**config.mk**
```make
export PLATFORM = sky130hd
export DESIGN_NAME = bus_uart
export DESIGN_NICKNAME = d
export VERILOG_FILES = /design/src/rtl/bus_uart.sv
export SDC_FILE = /design/constraint.sdc
export NUM_CORES = 1
export LEC_CHECK = 0
export ABC_AREA = 1
export BUFFER_PORTS_ARGS = -buffer_cell sky130_fd_sc_hd__buf_2
export CORE_UTILIZATION = 55
export CTS_CLUSTER_SIZE = 25
export DETAILED_ROUTE_END_ITERATION = 8
export HOLD_SLACK_MARGIN = 0.1
export PLACE_DENSITY = 0.77
export SKIP_LAST_GASP = 1
export SYNTH_ARGS = -nofsm -noshare
export SYNTH_HDL_FRONTEND = slang
export SYNTH_SLANG_ARGS = --single-unit
```
**constraint.sdc**
```tcl
create_clock -name clk -period 3.7 [get_ports clk]
set_clock_uncertainty 0.05 [all_clocks]
set_input_delay 0.37 -clock clk [delete_from_list [all_inputs] [get_ports clk]]
set_output_delay 0.37 -clock clk [all_outputs]
set_load 0.01 [all_outputs]
```
**src/rtl/bus_uart.sv**
```systemverilog
// Memory-mapped 8N1 UART: TX FIFO + serializer, single-byte RX holding register, programmable divisor.
// Define UART_RX_EN to build the receiver; without it RX status reads zero and rx is ignored.
module bus_uart #(
    parameter logic [31:0] BASE_ADDR   = 32'h8000_0000,
    parameter logic [15:0] DEFAULT_DIV = 16'd434,
    parameter int          TX_DEPTH    = 8
) (
    input  logic        clk,
    input  logic        reset,
    input  logic [31:0] busAddress,
    input  logic [31:0] busDataIn,
    input  logic        busWriteEnable,
    output logic [31:0] busDataOut,
    output logic        tx,
    input  logic        rx
);
    localparam int AW = $clog2(TX_DEPTH);
    localparam logic [AW:0] DEPTH_C = (AW + 1)'(TX_DEPTH);

    typedef enum logic [1:0] {S_IDLE = 2'd0, S_START = 2'd1, S_DATA = 2'd2, S_STOP = 2'd3} uart_state_e;

    logic        sel_s, wr_s, clr_s, push_req_s, push_s, pop_s, full_s, nempty_s, tx_busy_s;
    logic [1:0]  off_s;
    logic [15:0] div_q, div_eff_s;
    logic        tx_overflow_q;
    logic        rx_valid_s, rx_overrun_s;
    logic [7:0]  rx_byte_s;
    logic        unused_s;

    assign sel_s      = (busAddress[31:4] == BASE_ADDR[31:4]);
    assign off_s      = busAddress[3:2];
    assign wr_s       = sel_s && busWriteEnable;
    assign clr_s      = wr_s && (off_s == 2'd2);
    assign push_req_s = wr_s && (off_s == 2'd0);
    assign div_eff_s  = (div_q == 16'd0) ? 16'd1 : div_q;
    assign unused_s   = ^{busDataIn[31:16], busAddress[1:0], rx};

    // Divisor and TX overflow flag
    always_ff @(posedge clk) begin
        if (reset) begin
            div_q         <= DEFAULT_DIV;
            tx_overflow_q <= 1'b0;
        end else begin
            if (wr_s && (off_s == 2'd3)) div_q <= busDataIn[15:0];
            if (push_req_s && full_s) tx_overflow_q <= 1'b1;
            else if (clr_s && busDataIn[4]) tx_overflow_q <= 1'b0;
        end
    end

    // TX FIFO: a push against a full FIFO is dropped even if a pop happens on the same edge
    logic [7:0]    fifo_mem_q [TX_DEPTH];
    logic [AW-1:0] wptr_q, rptr_q;
    logic [AW:0]   count_q;

    assign full_s   = (count_q == DEPTH_C);
    assign nempty_s = (count_q != {(AW + 1){1'b0}});
    assign push_s   = push_req_s && !full_s;

    // FIFO storage (contents are meaningless once the pointers reset)
    always_ff @(posedge clk) begin
        if (push_s) fifo_mem_q[wptr_q] <= busDataIn[7:0];
    end

    // FIFO pointers and occupancy
    always_ff @(posedge clk) begin
        if (reset) begin
            wptr_q  <= {AW{1'b0}};
            rptr_q  <= {AW{1'b0}};
            count_q <= {(AW + 1){1'b0}};
        end else begin
            if (push_s) wptr_q <= wptr_q + {{(AW - 1){1'b0}}, 1'b1};
            if (pop_s)  rptr_q <= rptr_q + {{(AW - 1){1'b0}}, 1'b1};
            case ({push_s, pop_s})
                2'b10:   count_q <= count_q + {{AW{1'b0}}, 1'b1};
                2'b01:   count_q <= count_q - {{AW{1'b0}}, 1'b1};
                default: count_q <= count_q;
            endcase
        end
    end

    // TX serializer
    uart_state_e tx_state_q, tx_state_d;
    logic [15:0] tx_cnt_q, tx_cnt_d, tx_bdiv_q, tx_bdiv_d;
    logic [2:0]  tx_bit_q, tx_bit_d;
    logic [7:0]  tx_shift_q, tx_shift_d;
    logic        tx_q, tx_d, tx_bit_end_s;

    assign tx_bit_end_s = (tx_cnt_q == (tx_bdiv_q - 16'd1));
    assign tx_busy_s    = (tx_state_q != S_IDLE) || nempty_s;
    assign tx           = tx_q;

    // TX state register
    always_ff @(posedge clk) begin
        if (reset) begin
            tx_state_q <= S_IDLE;
            tx_cnt_q   <= 16'd0;
            tx_bdiv_q  <= 16'd1;
            tx_bit_q   <= 3'd0;
            tx_shift_q <= 8'h00;
            tx_q       <= 1'b1;
        end else begin
            tx_state_q <= tx_state_d;
            tx_cnt_q   <= tx_cnt_d;
            tx_bdiv_q  <= tx_bdiv_d;
            tx_bit_q   <= tx_bit_d;
            tx_shift_q <= tx_shift_d;
            tx_q       <= tx_d;
        end
    end

    // TX next-state: pops happen only when leaving IDLE or STOP into START
    always_comb begin
        tx_state_d = tx_state_q;
        pop_s      = 1'b0;
        case (tx_state_q)
            S_IDLE:  if (nempty_s) begin tx_state_d = S_START; pop_s = 1'b1; end
            S_START: if (tx_bit_end_s) tx_state_d = S_DATA;
            S_DATA:  if (tx_bit_end_s && (tx_bit_q == 3'd7)) tx_state_d = S_STOP;
            S_STOP: begin
                if (tx_bit_end_s) begin
                    if (nempty_s) begin tx_state_d = S_START; pop_s = 1'b1; end
                    else tx_state_d = S_IDLE;
                end
            end
            default: tx_state_d = S_IDLE;
        endcase
    end

    // TX outputs: bit timer re-latches the divisor at each bit boundary
    always_comb begin
        tx_cnt_d   = tx_cnt_q + 16'd1;
        tx_bdiv_d  = tx_bdiv_q;
        tx_bit_d   = tx_bit_q;
        tx_shift_d = tx_shift_q;
        if (pop_s) begin
            tx_shift_d = fifo_mem_q[rptr_q];
            tx_cnt_d   = 16'd0;
            tx_bdiv_d  = div_eff_s;
            tx_bit_d   = 3'd0;
        end else if (tx_state_q == S_IDLE) begin
            tx_cnt_d = 16'd0;
        end else if (tx_bit_end_s) begin
            tx_cnt_d  = 16'd0;
            tx_bdiv_d = div_eff_s;
            if (tx_state_q == S_DATA) begin
                tx_shift_d = {1'b0, tx_shift_q[7:1]};
                tx_bit_d   = tx_bit_q + 3'd1;
            end
        end else begin
            tx_cnt_d = tx_cnt_q + 16'd1;
        end
        case (tx_state_d)
            S_START: tx_d = 1'b0;
            S_DATA:  tx_d = tx_shift_d[0];
            default: tx_d = 1'b1;
        endcase
    end

`ifdef UART_RX_EN
    uart_state_e rx_state_q, rx_state_d;
    logic        rx_sync1_q, rx_sync2_q, rx_prev_q;
    logic [15:0] rx_cnt_q, rx_cnt_d, rx_bdiv_q, rx_bdiv_d, rx_target_s;
    logic [2:0]  rx_bit_q, rx_bit_d;
    logic [7:0]  rx_shift_q, rx_shift_d, rx_byte_q;
    logic        rx_valid_q, rx_overrun_q, rx_sample_s, rx_load_s, rx_ovr_s;

    assign rx_target_s  = (rx_state_q == S_START) ? (rx_bdiv_q >> 1) : (rx_bdiv_q - 16'd1);
    assign rx_sample_s  = (rx_state_q != S_IDLE) && (rx_cnt_q >= rx_target_s);
    assign rx_valid_s   = rx_valid_q;
    assign rx_overrun_s = rx_overrun_q;
    assign rx_byte_s    = rx_byte_q;

    // RX state register, synchronizer and holding register
    always_ff @(posedge clk) begin
        if (reset) begin
            rx_sync1_q   <= 1'b1;
            rx_sync2_q   <= 1'b1;
            rx_prev_q    <= 1'b1;
            rx_state_q   <= S_IDLE;
            rx_cnt_q     <= 16'd0;
            rx_bdiv_q    <= 16'd1;
            rx_bit_q     <= 3'd0;
            rx_shift_q   <= 8'h00;
            rx_byte_q    <= 8'h00;
            rx_valid_q   <= 1'b0;
            rx_overrun_q <= 1'b0;
        end else begin
            rx_sync1_q <= rx;
            rx_sync2_q <= rx_sync1_q;
            rx_prev_q  <= rx_sync2_q;
            rx_state_q <= rx_state_d;
            rx_cnt_q   <= rx_cnt_d;
            rx_bdiv_q  <= rx_bdiv_d;
            rx_bit_q   <= rx_bit_d;
            rx_shift_q <= rx_shift_d;
            if (rx_load_s) rx_byte_q <= rx_shift_q;
            if (rx_load_s) rx_valid_q <= 1'b1;
            else if (clr_s && busDataIn[0]) rx_valid_q <= 1'b0;
            if (rx_ovr_s) rx_overrun_q <= 1'b1;
            else if (clr_s && busDataIn[3]) rx_overrun_q <= 1'b0;
        end
    end

    // RX next-state: a high line at mid-start is a false start
    always_comb begin
        rx_state_d = rx_state_q;
        case (rx_state_q)
            S_IDLE:  if (rx_prev_q && !rx_sync2_q) rx_state_d = S_START;
            S_START: if (rx_sample_s) rx_state_d = rx_sync2_q ? S_IDLE : S_DATA;
            S_DATA:  if (rx_sample_s && (rx_bit_q == 3'd7)) rx_state_d = S_STOP;
            S_STOP:  if (rx_sample_s) rx_state_d = S_IDLE;
            default: rx_state_d = S_IDLE;
        endcase
    end

    // RX outputs: start count preloaded with the synchronizer/detect latency
    always_comb begin
        rx_cnt_d   = rx_cnt_q + 16'd1;
        rx_bdiv_d  = rx_bdiv_q;
        rx_bit_d   = rx_bit_q;
        rx_shift_d = rx_shift_q;
        rx_load_s  = 1'b0;
        rx_ovr_s   = 1'b0;
        if (rx_state_q == S_IDLE) begin
            rx_cnt_d  = 16'd2;
            rx_bdiv_d = div_eff_s;
            rx_bit_d  = 3'd0;
        end else if (rx_sample_s) begin
            rx_cnt_d  = 16'd0;
            rx_bdiv_d = div_eff_s;
            if (rx_state_q == S_DATA) begin
                rx_shift_d = {rx_sync2_q, rx_shift_q[7:1]};
                rx_bit_d   = rx_bit_q + 3'd1;
            end else if ((rx_state_q == S_STOP) && rx_sync2_q) begin
                if (!rx_valid_q || (clr_s && busDataIn[0])) rx_load_s = 1'b1;
                else rx_ovr_s = 1'b1;
            end else begin
                rx_bit_d = 3'd0;
            end
        end else begin
            rx_cnt_d = rx_cnt_q + 16'd1;
        end
    end
`else
    assign rx_valid_s   = 1'b0;
    assign rx_overrun_s = 1'b0;
    assign rx_byte_s    = 8'h00;
`endif

    // Combinational read mux, zero outside the window so it can be OR-merged
    always_comb begin
        busDataOut = 32'h0000_0000;
        if (sel_s) begin
            case (off_s)
                2'd1:    busDataOut = {23'h0, rx_valid_s, rx_byte_s};
                2'd2:    busDataOut = {27'h0, tx_overflow_q, rx_overrun_s, tx_busy_s, full_s, rx_valid_s};
                2'd3:    busDataOut = {16'h0, div_q};
                default: busDataOut = 32'h0000_0000;
            endcase
        end else begin
            busDataOut = 32'h0000_0000;
        end
    end
endmodule

```
==> reports/qor.csv <==
stage;metric;value;unit
min_path;hold_depth;3;
grt;grtUsageTotal;0.267;
min_path;holdCritPathClass;input port to register;
sta;slew_viol_final;0;
run;maxCapViolations;0;
sta;max_freq;299;MHz
place;placed_cells;1060;
cts;postCtsSetupRepairBufs;0;
yosys;synth-edff-count;64;
sta;setup_viol_count_final;0;
yosys;synth_seq_cells;140;
yosys;synthTopCellsByCount;nand2_1 (188), inv_1 (89), nor2_1 (81);
routing;drtIter0Drc;466;
sta;rsz0062_at_grt;false;
routing;drtPass1Iterations;5;
cts;clock_sinks;140;
die;fp.dieArea;13300;µm²
setup_path;start_kind;register;
yosys;ys_top_cells_by_area;edfxtp_1 (27%), dfxtp_1 (22%), nand2_1 (10%), inv_1 (4.7%), a21oi_1 (4.5%);
yosys;postSynthCellCount;840;
cts;ctsHoldBuffers;0;
yosys;muxShareOfSynthArea;0;
sta;maxSlewHeadroom;0.330;
die;start_util;0.562;
finish;fin_cells;1092;
finish;nFillCells;1052;
yosys;synth-adder-area-share;0.0213;
sta;hold_viol;0;
yosys;synthArstFlopShare;0;
grt;overflow;0;
routing;vias;5941;
cts;path_clk_slew;0.06;ns
pwr;power_density;701;nW/µm²
setup_path;required;3.96;ns
finish;nNetsFinal;987;
cts;insertion_delay;0.42;ns
pwr;leakagePower;3.39;nW
status;status;completed;
yosys;yosys_warnings;0;
grt;grt_antenna_before_repair;0;
cts;cts_tree;built;
routing;drcViolationCount;0;
cts;clk_path_buf_depth;2;
place;io_buffers;65;
pwr;ir_worst_vdd;0.421;mV
grt;grt_pass1_vias;5554;
yosys;syn_area;7070;µm²
setup_path;end_kind;register;
sta;period_needed;3.34;ns
yosys;synth_cell_types;46;
sta;timing.setup.tns;0;ns
pwr;p_total;5.66;mW
yosys;ys_seq_area_frac;0.487;
sta;tightestPinTransition;1.00;ns
place;gp_congestion;0.873;
yosys;yosysMostFrequentCell;nand2_1;
routing;routed_wl;16400;µm
sta;fin_crit_sh;0.903;
finish;design_area;8080;µm²
yosys;synth_top_family_by_area;simple AND/OR/NAND/NOR gates;
routing;viasPerCell;5.44;
finish;syn_to_final_growth;14.3;%
setup_path;path_max_fanout;13;
setup_path;crit_type;register to register;
setup_path;r2r_slack;0.36;ns
yosys;yosysTopAreaCellShare;0.272;
finish;layout-drive-gt1-share;0.164;
cts;cts-root-buf;clkbuf_16;
setup_path;r2r-end;count_q[2]$_SDFFE_PP0P_;
die;fp.coreArea;12600;µm²
setup_path;r2r_start;tx_bdiv_q[0]$_SDFFE_PP1P_;
yosys;ys_dominant_reg_cell;dfxtp_1;
setup_path;critPathCapture;count_q[2]$_SDFFE_PP0P_;
yosys;synth_simple_gate_area_frac;0.270;
cts;cts_max_level;4;
die;num_rows;41;
yosys;synth_area_leader_cell;edfxtp_1;
grt;grt_pass1_wl;27000;µm
die;chipHeight;115;µm
die;die_w;115;µm
place;dp_hpwl;11400;µm
setup_path;startpoint;tx_bdiv_q[0]$_SDFFE_PP1P_;
yosys;synth_compound_area_frac;0.117;
setup_path;arrival;3.60;ns
yosys;synth.avg_cell_area;8.41;µm²
finish;diodes;0;
grt;grt_max_degree;34;
routing;wire_per_inst;15.0;µm
cts;cts_made_buffers;17;
place;placed_area;7490;µm²
die;io_pins;101;
yosys;synth_xor_area_frac;0.0174;
place;dp_slack;0.432;ns
cts;cts_resized;0;
sta;worst_slack;0.360;ns
setup_path;r2r_cells;20;
routing;ant_nets;0;
## cell families (layout without fill, tap and decap cells)
kind of cell,Yosys count,after routing
adders and majority gates,12,12
xor gates and xnor gates,14,14
buffers and inverters,137,202
other,1,16
AOI/OAI and AO/OA,130,130
DFF,140,140
and+or+nand+nor,406,406
## placed cells by master (no fill, tap or decap), types with 4 or more instances in the layout
cell	n
a21oi_1	63
nor3b_1	7
nor2_2	9
dfxtp_1	76
conb_1	16
nor4_1	10
nand2_1	188
clkinv_2	5
a221o_1	14
o211ai_1	4
nor3_1	28
a211oi_2	4
nand3_2	5
nand3_1	39
nor2_1	81
o21ai_0	17
ha_1	12
clkbuf_16	17
buf_2	65
nand3b_1	4
edfxtp_1	64
nand2_4	4
buf_4	11
clkbuf_1	4
nor2_4	5
nand4_1	15
a211oi_1	12
xor2_1	10
xnor2_1	4
o21ai_1	6
inv_1	89
## per-layer routing
metal | global-route usage | part of all wire
met1 | 0.343 | 0.44
met2 | 0.449 | 0.48
met3 | 0.0648 | 0.067
met4 | 0.0762 | 0.011
met5 | 0 | 0
## worst min-delay path by stage
stage / from / to / slack, ns
final: busDataIn[8] / div_q[8]$_SDFFE_PP1P_ / 0.14
after global routing: busDataIn[8] / div_q[8]$_SDFFE_PP1P_ / 0.15
after CTS: busDataIn[8] / div_q[8]$_SDFFE_PP1P_ / 0.13
after detailed placement: tx_cnt_q[0]$_SDFF_PP0_ / tx_cnt_q[0]$_SDFF_PP0_ / 0.40
after global placement: tx_cnt_q[0]$_SDFF_PP0_ / tx_cnt_q[0]$_SDFF_PP0_ / 0.40
after floorplan: tx_cnt_q[0]$_SDFF_PP0_ / tx_cnt_q[0]$_SDFF_PP0_ / 0.38
## registers in the layout, indices dropped and copies added (netlist names), 4 cells and up, named ones only
name	count
fifo_mem_q	64
div_q	16
tx_shift_q	8
count_q	4
tx_bdiv_q	16
tx_cnt_q	16
## where the power goes
group | switching [mW] | total [mW] | internal [mW] | leakage (nW)
combinational | 1.39 | 2.06 | 0.668 | 1.91
clock | 0.637 | 1.70 | 1.06 | 0.285
sequential | 0.134 | 1.90 | 1.77 | 1.19
## critical path: stages, from the launching register on
cell and delay (ns):
dfxtp_1 0.31, inv_1 0.18, ha_1 0.41, nand2_4 0.14
nor2_2 0.14, nand3_1 0.08, nand2_1 0.12, nand3_1 0.10
nor2_2 0.16, nand3_4 0.14, nand2_4 0.13, nand2_4 0.12
clkinv_2 0.22, ha_1 0.26, xor2_1 0.20, ha_1 0.17
inv_1 0.05, nand3_1 0.07, nand3_1 0.09, nand2_1 0.07
inv_1 0.04
## stage by stage
stage / hold WS (ns) / utilization
finish: 0.135 / 0.643
global route: 0.149 / 0.643
CTS: 0.127 / 0.643
detailed placement: 0.403 / 0.596
global placement: 0.397 / 0.596
floorplan: 0.380 / -
## area by class of cell
type	instances	area (µm²)	area share
well taps	172	215	0.0267
clock buffers	21	440	0.0545
flip-flops and latches	140	3440	0.426
clock inverters	11	144	0.0178
multi-input cells	578	3070	0.380
repair buffers	76	408	0.0505
inverters	94	359	0.0445
Note: power is estimated with default switching activity, not from simulation.
